### src/rtl/rx_uart_pkg.sv
// Shared UART definitions: receiver FSM state encodings and the default baud divisor.
`timescale 1ns/1ps
package rx_uart_pkg;

    typedef enum logic [2:0] {
        ST_IDLE      = 3'd0,
        ST_START     = 3'd1,
        ST_DATA      = 3'd2,
        ST_STOP      = 3'd3,
        ST_WAIT_IDLE = 3'd4
    } rx_state_e;

    // 100 MHz system clock / 115200 baud
    localparam int UART_CLOCKS_PER_BAUD = 868;

endpackage

### src/rtl/rx_uart_sync_2ff.sv
// Two-flop synchronizer for the asynchronous serial input; resets to the line idle level.
`timescale 1ns/1ps
module sync_2ff #(
    parameter logic RST_VAL = 1'b1
) (
    input  logic clk,
    input  logic i_reset_n,
    input  logic i_d,
    output logic o_q
);

    logic r_meta;
    logic r_sync;

    always_ff @(posedge clk) begin
        if (!i_reset_n) begin
            r_meta <= RST_VAL;
            r_sync <= RST_VAL;
        end else begin
            r_meta <= i_d;
            r_sync <= r_meta;
        end
    end

    assign o_q = r_sync;

endmodule

### src/rtl/rx_uart.sv
// UART receiver: mid-bit sampling of a synchronized serial line, LSB-first frames,
// one-cycle data-valid and framing-error strobes.
`timescale 1ns/1ps
module rx_uart
    import rx_uart_pkg::*;
#(
    parameter int DATA_BITS       = 8,
    parameter int TIMER_BITS      = 32,
    parameter int CLOCKS_PER_BAUD = UART_CLOCKS_PER_BAUD
) (
    input  logic                 clk,
    input  logic                 i_reset_n,
    input  logic                 uart_txd_in,
    output logic [DATA_BITS-1:0] o_data,
    output logic                 o_valid,
    output logic                 o_frame_err,
    output logic                 o_busy
);

    localparam int BIT_W = $clog2(DATA_BITS + 1);
    localparam logic [TIMER_BITS-1:0] HALF_RELOAD = TIMER_BITS'(CLOCKS_PER_BAUD / 2 - 1);
    localparam logic [TIMER_BITS-1:0] FULL_RELOAD = TIMER_BITS'(CLOCKS_PER_BAUD - 1);
    localparam logic [BIT_W-1:0]      LAST_BIT    = BIT_W'(DATA_BITS - 1);

    rx_state_e              r_state,    w_state_nxt;
    logic [TIMER_BITS-1:0]  r_timer,    w_timer_nxt;
    logic [BIT_W-1:0]       r_bit_idx,  w_bit_nxt;
    logic [DATA_BITS-1:0]   r_shift,    w_shift_nxt;
    logic [DATA_BITS-1:0]   r_data,     w_data_nxt;
    logic                   r_valid,    w_valid_nxt;
    logic                   r_frame_err, w_ferr_nxt;
    logic                   w_rx_s;
    logic                   w_sample;

    sync_2ff #(.RST_VAL(1'b1)) u_sync (
        .clk       (clk),
        .i_reset_n (i_reset_n),
        .i_d       (uart_txd_in),
        .o_q       (w_rx_s)
    );

    assign w_sample = (r_timer == '0);

    always_ff @(posedge clk) begin
        if (!i_reset_n) begin
            r_state     <= ST_IDLE;
            r_timer     <= '0;
            r_bit_idx   <= '0;
            r_shift     <= '0;
            r_data      <= '0;
            r_valid     <= 1'b0;
            r_frame_err <= 1'b0;
        end else begin
            r_state     <= w_state_nxt;
            r_timer     <= w_timer_nxt;
            r_bit_idx   <= w_bit_nxt;
            r_shift     <= w_shift_nxt;
            r_data      <= w_data_nxt;
            r_valid     <= w_valid_nxt;
            r_frame_err <= w_ferr_nxt;
        end
    end

    always_comb begin
        w_state_nxt = r_state;
        // Saturating countdown: holds at zero rather than wrapping.
        w_timer_nxt = w_sample ? r_timer : r_timer - TIMER_BITS'(1);
        w_bit_nxt   = r_bit_idx;
        w_shift_nxt = r_shift;
        w_data_nxt  = r_data;
        w_valid_nxt = 1'b0;
        w_ferr_nxt  = 1'b0;
        case (r_state)
            ST_IDLE: begin
                w_timer_nxt = r_timer;
                if (!w_rx_s) begin
                    w_state_nxt = ST_START;
                    w_timer_nxt = HALF_RELOAD;
                end
            end
            ST_START: begin
                if (w_sample) begin
                    if (!w_rx_s) begin
                        w_state_nxt = ST_DATA;
                        w_bit_nxt   = '0;
                        w_timer_nxt = FULL_RELOAD;
                    end else begin
                        w_state_nxt = ST_IDLE;
                    end
                end
            end
            ST_DATA: begin
                if (w_sample) begin
                    w_shift_nxt = {w_rx_s, r_shift[DATA_BITS-1:1]};
                    w_bit_nxt   = r_bit_idx + BIT_W'(1);
                    w_timer_nxt = FULL_RELOAD;
                    if (r_bit_idx == LAST_BIT) w_state_nxt = ST_STOP;
                end
            end
            ST_STOP: begin
                if (w_sample) begin
                    if (w_rx_s) begin
                        w_data_nxt  = r_shift;
                        w_valid_nxt = 1'b1;
                        w_state_nxt = ST_IDLE;
                    end else begin
                        w_ferr_nxt  = 1'b1;
                        w_state_nxt = ST_WAIT_IDLE;
                    end
                end
            end
            ST_WAIT_IDLE: begin
                if (w_rx_s) w_state_nxt = ST_IDLE;
            end
            default: w_state_nxt = ST_IDLE;
        endcase
    end

    assign o_data      = r_data;
    assign o_valid     = r_valid;
    assign o_frame_err = r_frame_err;
    assign o_busy      = (r_state != ST_IDLE);

endmodule
### config.mk
export PLATFORM = sky130hd
export DESIGN_NAME = rx_uart
export DESIGN_NICKNAME = d
export VERILOG_FILES = /design/src/rtl/rx_uart_pkg.sv /design/src/rtl/rx_uart_sync_2ff.sv /design/src/rtl/rx_uart.sv
export SDC_FILE = /design/constraint.sdc
export NUM_CORES = 1
export LEC_CHECK = 0
export BUFFER_PORTS_ARGS = -buffer_cell sky130_fd_sc_hd__buf_2
export CAP_MARGIN = 5
export CORE_MARGIN = 3
export CORE_UTILIZATION = 24
export CTS_CLUSTER_DIAMETER = 120
export DETAILED_ROUTE_END_ITERATION = 7
export PLACE_DENSITY = 0.34
export REMOVE_ABC_BUFFERS = 1
export SKIP_CTS_REPAIR_TIMING = 1
export SYNTH_ARGS = -nofsm -noshare
export SYNTH_HDL_FRONTEND = slang
export SYNTH_HIERARCHICAL = 1
export SYNTH_SLANG_ARGS = --single-unit
export TNS_END_PERCENT = 10
### constraint.sdc
create_clock -name clk -period 3.4 [get_ports clk]
set_input_delay 0.68 -clock clk [delete_from_list [all_inputs] [get_ports clk]]
set_output_delay 0.68 -clock clk [all_outputs]
set_load 0.01 [all_outputs]
==> results.toml <==
[finish]
finish.net_count = 375
area_delta_synth_final_pct = 20.4
antenna_cells = 0
n_fill_cell = 1268
final_common_cell = "dfxtp_1"
stdcell_count = 537
drive_above_1_share = 0.158
regArea_sq_um = 1180
layout_common_cells = "dfxtp_1, a21oi_1, nand2_1"
multiInputGateArea_sq_um = 1650

[logic_synthesis]
ys.flop_type = "dfxtp_1"
synth-xor-area-share = 0
ys_ff_latch = 59
synthCells = 351
synth_area_leader_cell = "dfxtp_1"
ys_types = 52
ys_seq_area_frac = 0.398
synthSimpleGateAreaFrac = 0.303
synth_area_sq_um = 2960
synth_top_area_share = 0.398
synth_area_per_cell_sq_um = 8.44
synth_edf_count = 0
synth_compound_area_frac = 0.203
synth_top_family_by_area = "simple AND/OR/NAND/NOR gates"
ys_warn_count = 6
synth_area_leaders = "dfxtp_1, a21oi_1, or4_1"
synthMuxAreaShare = 0.0342
synthArstFlopShare = 0
synthAdderAreaFrac = 0.0169

[floorplanning]
coreArea_sq_um = 11800
start_util = 0.252
die_w_um = 117
io-pin-count = 14
dieArea_sq_um = 13700
fp.dieH_um = 117
rows = 39

[sta]
hold_viol = 0
finalClockSkew_ns = 0.00946
clock.fmax_ghz = 0.368
finalSetupTns_ns = 0
slew_headroom = 0.582
setup_viol = 0
post-route-period-util = 0.800
worstMarginPinSlew_ns = 0.621
slew_violations = 0
period_needed_ns = 2.72
rsz0062_at_grt = "false"

[pwr]
power.density_nw_per_um2 = 793
p_leak_nw = 1.27
ir_drop_uv = 461

[cts]
cts_buffer_depth = 2
clock_latency_ns = 0.34
cts_sinks = 59
htree_levels = 3
root_buffer = "clkbuf_16"
cts_tree = "built"
clk_pin_slew_ns = 0.06
cts_buffers = 9

[worst_setup_path]
critPathCaptureType = "flip-flop"
crit_type = "flip-flop to flip-flop"
crit_arrival_ns = 3.00
cp-start-kind = "flip-flop"
cp_data_required_time_ns = 3.68
cp_max_fo = 9

[route]
ant_nets = 0
drt_wl_total_um = 8090
drtIter0Drc = 152
firstDrtPassIters = 4
wire_per_inst_um = 15.1
vias = 2692
vias_per_cell = 5.01
drt_drc_violations_left = 0

[global_routing]
gr-total-overflow = 0
grt_pass1_wl_um = 13500
antenna_found_initial = 0
track_usage = 0.131
grt_pass1_vias = 2595
grt_max_degree = 28

[hold_path]
min_path_type = "flip-flop to flip-flop"

[placed_design]
dp_cells = 521
place.gp.congestion = 0.714
place_hpwl_um = 5430
io_buffers = 13

[status]
outcome = "complete, no violations"

[job]
maxCapViolations = 0
-- state kept, by name, indices dropped and copies added (netlist names) --
signal / count
o_frame_err: 1
r_shift: 8
r_timer: 32
o_valid: 1
o_data: 8
u_sync/r_meta: 1
u_sync/o_q: 1
r_state: 3
r_bit_idx: 4
-- path summary, 6_finish.rpt --
path,startpoint,end,slack [ns],depth (start not counted)
setup / recovery,r_timer[8],r_bit_idx[0],0.68,5
hold / removal,u_sync/r_meta,u_sync/o_q,0.42,1
setup reg to reg,r_timer[8],r_bit_idx[0],0.68,5
hold reg to reg,u_sync/r_meta,u_sync/o_q,0.42,1
-- critical path: stages, from the launching register on --
cell and delay (ns):
dfxtp_1 0.35, or4_1 0.68, or3b_1 0.60, or4_4 0.67, mux2_2 0.30, nor2_2 0.07
-- final cells by class --
class	count	area share
Clock inverter	6	0.0249
Sequential cell	59	0.331
Tap cell	164	0.0575
Inverter	7	0.00736
Multi-Input combinational cell	263	0.462
Clock buffer	10	0.0670
Timing Repair Buffer	28	0.0498
-- Yosys cell counts (2+ instances only) --
cell	instances
or2_2	4
or4_1	22
nand2_1	34
and3_1	4
o31ai_1	19
mux2i_1	9
a31oi_1	3
clkbuf_1	13
inv_1	6
nor4_1	6
o31a_1	4
nor3_1	9
a221oi_1	2
nand2b_1	4
buf_6	2
nor4_4	2
a21oi_1	38
nor2_1	25
buf_2	7
ha_1	4
or4b_2	3
a41oi_1	2
dfxtp_1	59
nor3b_1	4
nor2b_1	3
and2_1	2
nand3_1	9
o21ai_0	14
o21a_1	3
o41ai_1	4
or3_1	10
-- layer usage --
layer | track usage | wire length [um] | vias to the layer above
met5 | 0 | 0 | -
met4 | 0.0558 | 167 | 0
met3 | 0.0504 | 344 | 15
met2 | 0.191 | 3440 | 49
met1 | 0.171 | 4130 | 1269
li1 | - | - | 1359
-- power breakdown --
group          internal, mW  total (mW)  switching [mW]
registers             0.751       0.809          0.0577
logic                 0.332        1.02           0.689
clock network         0.660       0.999           0.339
total                  1.74        2.83            1.08
-- cell families after synthesis --
logic type	after synthesis
DFF	59
buffers and inverters	29
and+or+nand+nor	153
adders and majority gates	4
muxes	10
AOI/OAI and AO/OA	96
-- metrics by stage --
step | hold WS [ns] | area, sq um | worst slack, ns | utilization | power (mW)
after detailed placement | 0.401 | 3240 | 0.672 | 0.276 | 1.85
final | 0.416 | 3570 | 0.679 | 0.303 | 2.83
after global routing | 0.435 | 3570 | 0.542 | 0.303 | 3.02
after CTS | 0.415 | 3570 | 0.664 | 0.303 | 2.88
after global placement | 0.407 | 3240 | 0.702 | 0.276 | 1.85
after floorplan | 0.386 | 2860 | 0.553 | - | 1.49
Power figures use the tool's default switching activity.
